<file path="src/rtl/fifo_stream_reader.sv">
// fifo_stream_reader: drains a synchronous FIFO with a registered, one-cycle
// read latency and re-presents its words as a valid/ready stream.
// A 2-entry output buffer (buf0 = head, buf1 = second) covers the read latency,
// so one word per cycle is sustained.
// Optional feature macro: FIFO_STREAM_READER_STATS_EN adds a saturating
// beats_count output. It counts accepted words and is cleared only by rst.
module fifo_stream_reader #(
    parameter int WIDTH       = 8,
    parameter int COUNT_WIDTH = 16
) (
    input  logic             clk,
    input  logic             rst,
    output logic             fifo_rd_en,
    input  logic [WIDTH-1:0] fifo_dout,
    input  logic             fifo_empty,
    input  logic             flush,
    output logic             out_valid,
    input  logic             out_ready,
`ifdef FIFO_STREAM_READER_STATS_EN
    output logic [WIDTH-1:0] out_data,
    output logic [COUNT_WIDTH-1:0] beats_count
`else
    output logic [WIDTH-1:0] out_data
`endif
);

    // Reject degenerate widths at elaboration time.
    if (WIDTH < 1 || COUNT_WIDTH < 1) begin : g_param_check
        $error("fifo_stream_reader: WIDTH and COUNT_WIDTH must be at least 1");
    end

    logic [1:0]       count_reg, count_next;
    logic             inflight_reg;
    logic [WIDTH-1:0] buf0_reg, buf0_next;
    logic [WIDTH-1:0] buf1_reg, buf1_next;
    logic             valid_reg;
    logic             pop;
    logic [2:0]       occupancy;
    logic [2:0]       read_limit;

    assign out_valid = valid_reg;
    assign out_data  = buf0_reg;

    // Read issue: only read if the word is guaranteed a free slot on arrival.
    // (count + inflight - pop) < 2 is rewritten as count + inflight < 2 + pop
    // so that no subtraction can underflow.
    always_comb begin
        pop        = valid_reg && out_ready;
        occupancy  = {1'b0, count_reg} + {2'b00, inflight_reg};
        read_limit = pop ? 3'd3 : 3'd2;
        fifo_rd_en = !rst && !flush && !fifo_empty && (occupancy < read_limit);
    end

    // Buffer steering: a pop shifts buf1 forward, and an arriving word fills the
    // first slot that is free after that pop.
    always_comb begin
        count_next = count_reg;
        buf0_next  = buf0_reg;
        buf1_next  = buf1_reg;
        if (flush) begin
            // Buffered words and any word arriving this cycle are dropped.
            count_next = 2'd0;
        end else begin
            if (pop && count_reg == 2'd2) begin
                buf0_next = buf1_reg;
            end
            if (inflight_reg) begin
                if (count_reg == 2'd0 || (count_reg == 2'd1 && pop)) begin
                    buf0_next = fifo_dout;
                end else begin
                    buf1_next = fifo_dout;
                end
            end
            case ({inflight_reg, pop})
                2'b10:   count_next = count_reg + 2'd1;
                2'b01:   count_next = count_reg - 2'd1;
                default: count_next = count_reg;
            endcase
        end
    end

    // State registers; clearing inflight on flush discards the word still in flight.
    always_ff @(posedge clk or posedge rst) begin
        if (rst) begin
            count_reg    <= 2'd0;
            inflight_reg <= 1'b0;
            buf0_reg     <= '0;
            buf1_reg     <= '0;
            valid_reg    <= 1'b0;
        end else begin
            count_reg    <= count_next;
            inflight_reg <= fifo_rd_en;
            buf0_reg     <= buf0_next;
            buf1_reg     <= buf1_next;
            valid_reg    <= (count_next != 2'd0);
        end
    end

`ifdef FIFO_STREAM_READER_STATS_EN
    logic [COUNT_WIDTH-1:0] beats_reg;

    assign beats_count = beats_reg;

    // Saturating count of accepted words. A flush does not clear it.
    always_ff @(posedge clk or posedge rst) begin
        if (rst) begin
            beats_reg <= '0;
        end else if (pop && beats_reg != {COUNT_WIDTH{1'b1}}) begin
            beats_reg <= beats_reg + 1'b1;
        end
    end
`endif

endmodule
</file>
<file path="config.mk">
export PLATFORM = sky130hd
export DESIGN_NAME = fifo_stream_reader
export DESIGN_NICKNAME = d
export VERILOG_FILES = /design/src/rtl/fifo_stream_reader.sv
export SDC_FILE = /design/constraint.sdc
export NUM_CORES = 1
export LEC_CHECK = 0
export BUFFER_PORTS_ARGS = -buffer_cell sky130_fd_sc_hd__buf_2
export CELL_PAD_IN_SITES_DETAIL_PLACEMENT = 2
export CELL_PAD_IN_SITES_GLOBAL_PLACEMENT = 2
export CORE_MARGIN = 1
export CORE_UTILIZATION = 37
export DETAILED_ROUTE_END_ITERATION = 16
export GPL_TIMING_DRIVEN = 0
export MAX_ROUTING_LAYER = met4
export PLACE_DENSITY = 0.92
export SETUP_SLACK_MARGIN = 0.3
export SLEW_MARGIN = 30
export SYNTH_ARGS = -nofsm -noshare
export SYNTH_HDL_FRONTEND = slang
export SYNTH_SLANG_ARGS = --single-unit
</file>
<file path="constraint.sdc">
create_clock -name clk -period 3 [get_ports clk]
set_input_delay 0.6 -clock clk [delete_from_list [all_inputs] [get_ports clk]]
set_output_delay 0.6 -clock clk [all_outputs]
set_load 0.02 [all_outputs]
</file>
[After elaboration in Yosys (flattened, before gate mapping)]
Index checks and enable logic that the tools add are counted.
Storage, ports and cells
  bits in registers: 20
  bits of input ports: 13
  output and inout bits: 10
  logic and storage cells: 34
Cells by class
  add/sub/neg operators: 3
  magnitude comparators: 1
  equal/unequal tests: 4
  mux-type cells: 6
  bitwise operators: 2
  reduce and logical (&&, ||, !) cells: 13
Operator list (count)
  two-way mux 8 bit: 3
  logical AND 1 bit: 6
  equality test 2 x 1 -> 1 bit, second input constant: 2
  equality test 2 bit, second input constant: 2
  one-hot mux 2 bit (2 select lines): 1
  adder 2 x 1 -> 3 bit: 1
  zero test 1 bit: 3
  less-than comparator 3 x 2 -> 1 bit: 1
  AND reduction 3 bit: 1
  adder 2 x 1 -> 2 bit, second input constant: 1
  zero test 2 bit: 1
  two-way mux 2 bit: 1
  NOT 1 bit: 2
  nonzero test 2 bit: 1
  subtractor 2 x 1 -> 2 bit, second input constant: 1
  logical OR 1 bit: 1
  two-way mux 1 bit: 1

[Logic depth before layout (Yosys ltp)]
  depth after elaboration: 5
  mapped depth: 5
  depth with buffers taken out: 5

[Least setup slack after synthesis]
OpenSTA, ideal clock, no wires.
  path kind: input to output
  start: in flush
  end: out fifo_rd_en
  arrival time: 1.452 ns
  required time: 2.400 ns
  setup slack: 0.948 ns
  stages on the path: 4
  buffers on the path: 2
  cells stage by stage: buf_2 buf_1 nor4_1 and2_1
Between the ends
  word-level cells in the longest chain between the ends: 4
Ends and longest elaborated chain
  start, declared: line 16  | input logic flush,
  zero test 1 bit: line 51  | fifo_rd_en = !rst && !flush && !fifo_empty && (occupancy < read_limit);
  logical AND 1 bit (3 in a row): line 51
  end, declared: line 13  | output logic fifo_rd_en,
Every way passes these cells.

[Worst setup path in the final report]
Same ends and word-level chain as after synthesis.

==> impl_metrics.ini <==
[synthesis]
synth_largest_area_cell = dfrtp_1
ys_types = 29
synth_fp_nets = 97
netlist_area_mm2 = 0.00105
ys_warn_count = 0
synth-seq-cells = 20
ys_seq_area_frac = 0.478
synth_area_leaders = dfrtp_1, mux2_2, a221o_1
synth_top_area_frac = 0.478
syn_inst = 79
avgSynthCellArea_um2 = 13.2

[finish]
layout.nets = 123
layout_common_cells = buf_2, dfrtp_1, mux2_2, nor4b_1, a221o_1
final_cells = 134
layout_commonest_cell = buf_2
area.growth.synth_to_final_pct = 18.7
antenna-diode-count = 0
layout-drive-gt1-share = 0.394

[setup_path]
worstPathCellList = buf_2, buf_1, nor4_1, and2_1, buf_2
cp_slowest_stage_delay_ns = 0.38
timing.rr.end = buf1_reg[6]
end_kind = output pin
crit_buf_inv = 3
cp_data_arrival_time_ns = 1.78
critPathTopFamily = buffers and inverters
crit_required_ns = 2.40
crit_type = primary input to output pin
crit-reg2reg-launch = count_reg[1]
crit_slowest_cell = nor4_1
cpMostUsedCell = buf_2
r2r.worst_path.cells = 5
r2r_setup_slack_ns = 1.00
start_kind = primary input
worst-path-max-fanout = 10

[sta]
rsz0062_at_grt = false
hold_viol = 0
relSlewSlack = 0.470
post-route-period-util = 0.794
max_freq_mhz = 420
worst_pin_slew_ns = 0.794
setup_viol = 0
finClkSkew_ns = 0.00864
post-route-min-period_ns = 2.38
report.final.slew_viol_count = 0
fin_tns_setup_ns = 0

[detailed_routing]
vias_per_cell = 6.00
drt_iter0_markers = 4
vias = 804
drt-total-wl_um = 2920
wire_per_inst_um = 21.8
drc_errors = 0
detail-route-antenna-nets = 0
drt_pass1_iterations = 4

[worst_hold_path]
hp-class = primary input to asynchronous set/reset pin

[placement]
dpl.hpwl_um = 2050
placed_cells = 130
gp_congestion = 0.779
io_buffers = 21

[job]
max_cap_violations = 0

[power]
comb_power_share = 0.332
p_switching_mw = 0.338
total_leakage_power_nw = 0.582
power_density_mw_per_mm2 = 797
ir_drop_mv = 0.460
p_int_mw = 0.651
switching_share = 0.342
p_clk_frac = 0.228
power_mw = 0.990
seqPwrFrac = 0.440

[global_route]
grt_remaining_overflow = 0
grt_pass1_wl_um = 4480
grt_max_degree = 21
grt_pass1_vias = 856
track_usage = 0.227
grt_antenna_before_repair = 0

[floorplan]
core-area_mm2 = 0.00257
die_y_um = 55.2
die_x_um = 55.2
ios = 23
die_area_mm2 = 0.00304
initial_utilization = 0.407
num_rows = 18

[clock_network]
cts_made_buffers = 3
clkSlewWorstSetupHoldPaths_ns = 0.13
clock_latency_ns = 0.31
clock_sinks = 20
ctsResizeCount = 0
cts.path.max_buffers = 2
cts_hold_buf = 0
postCtsSetupBuffers = 0
cts_tree = done
htree_levels = 1
cts_root_buf = clkbuf_4

[status]
outcome = finished clean
## cell families after synthesis
family / share of synthesized area
buffers and inverters: 0.0299
and+or+nand+nor: 0.151
adders and majority gates: 0.0598
xor gates and xnor gates: 0.0167
AOI/OAI and AO/OA: 0.169
DFF: 0.478
muxes: 0.0957
## cells in the mapped netlist
cell type  instances
a211oi_1           2
a21oi_1            2
a221o_1            8
a311o_2            1
a31oi_4            1
and2_1             1
buf_1              1
buf_2              1
buf_4              1
clkinv_1           1
dfrtp_1           20
ha_1               5
inv_1              3
mux2_2             8
mux2i_1            1
nand2_4            1
nand3b_1           1
nand3b_2           1
nor2_1             2
nor3b_1            1
nor4_1             1
nor4b_1            8
nor4b_4            1
o21a_1             1
o21ai_0            1
o311ai_0           1
o31a_4             1
or3_1              1
xnor2_1            2
## per-stage QoR
stage               hold WS (ns)  worst slack [ns]   util  instance area (µm²)
floorplan                  0.474             0.948      -                 1050
global placement           0.481             0.740  0.463                 1190
detailed placement         0.495             0.650  0.463                 1190
CTS                        0.456             0.583  0.483                 1240
global route               0.477             0.488  0.483                 1240
finish                     0.432             0.619  0.483                 1240
## power by group through the flow
stage	clock [mW]	sequential, mW	combinational [mW]
after floorplan	0	0.483	0.169
after global placement	0	0.428	0.311
after detailed placement	0	0.442	0.329
after CTS	0.229	0.437	0.333
after global routing	0.241	0.448	0.356
final	0.225	0.436	0.329
## layout make-up
cell class / instances / area (µm²)
buffer: 3 / 16.3
clock buffer: 3 / 22.5
clock inverter: 1 / 30.0
fill: 271 / 1330
inverter: 4 / 15.0
multi-input combinational: 52 / 514
sequential: 20 / 500
tap: 30 / 37.5
timing repair buffer: 21 / 105
## worst max path at each step
stage / from / to / cells past startpoint
2_1_floorplan: flush / fifo_rd_en / 4
3_3_place_gp: flush / fifo_rd_en / 5
3_5_place_dp: flush / fifo_rd_en / 5
4_1_cts: count_reg[0] / fifo_rd_en / 5
5_1_grt: count_reg[0] / fifo_rd_en / 5
6_report: flush / fifo_rd_en / 5
## metal layers
layer	wire length (µm)	part of all wire	global-route usage	vias up
met4	16	0.0055	0.100	0
met5	0	0	-	-
met2	1590	0.55	0.386	18
met1	1230	0.42	0.268	421
li1	-	-	-	363
met3	73	0.025	0.0273	2
Note: power is estimated with default switching activity, not from simulation.
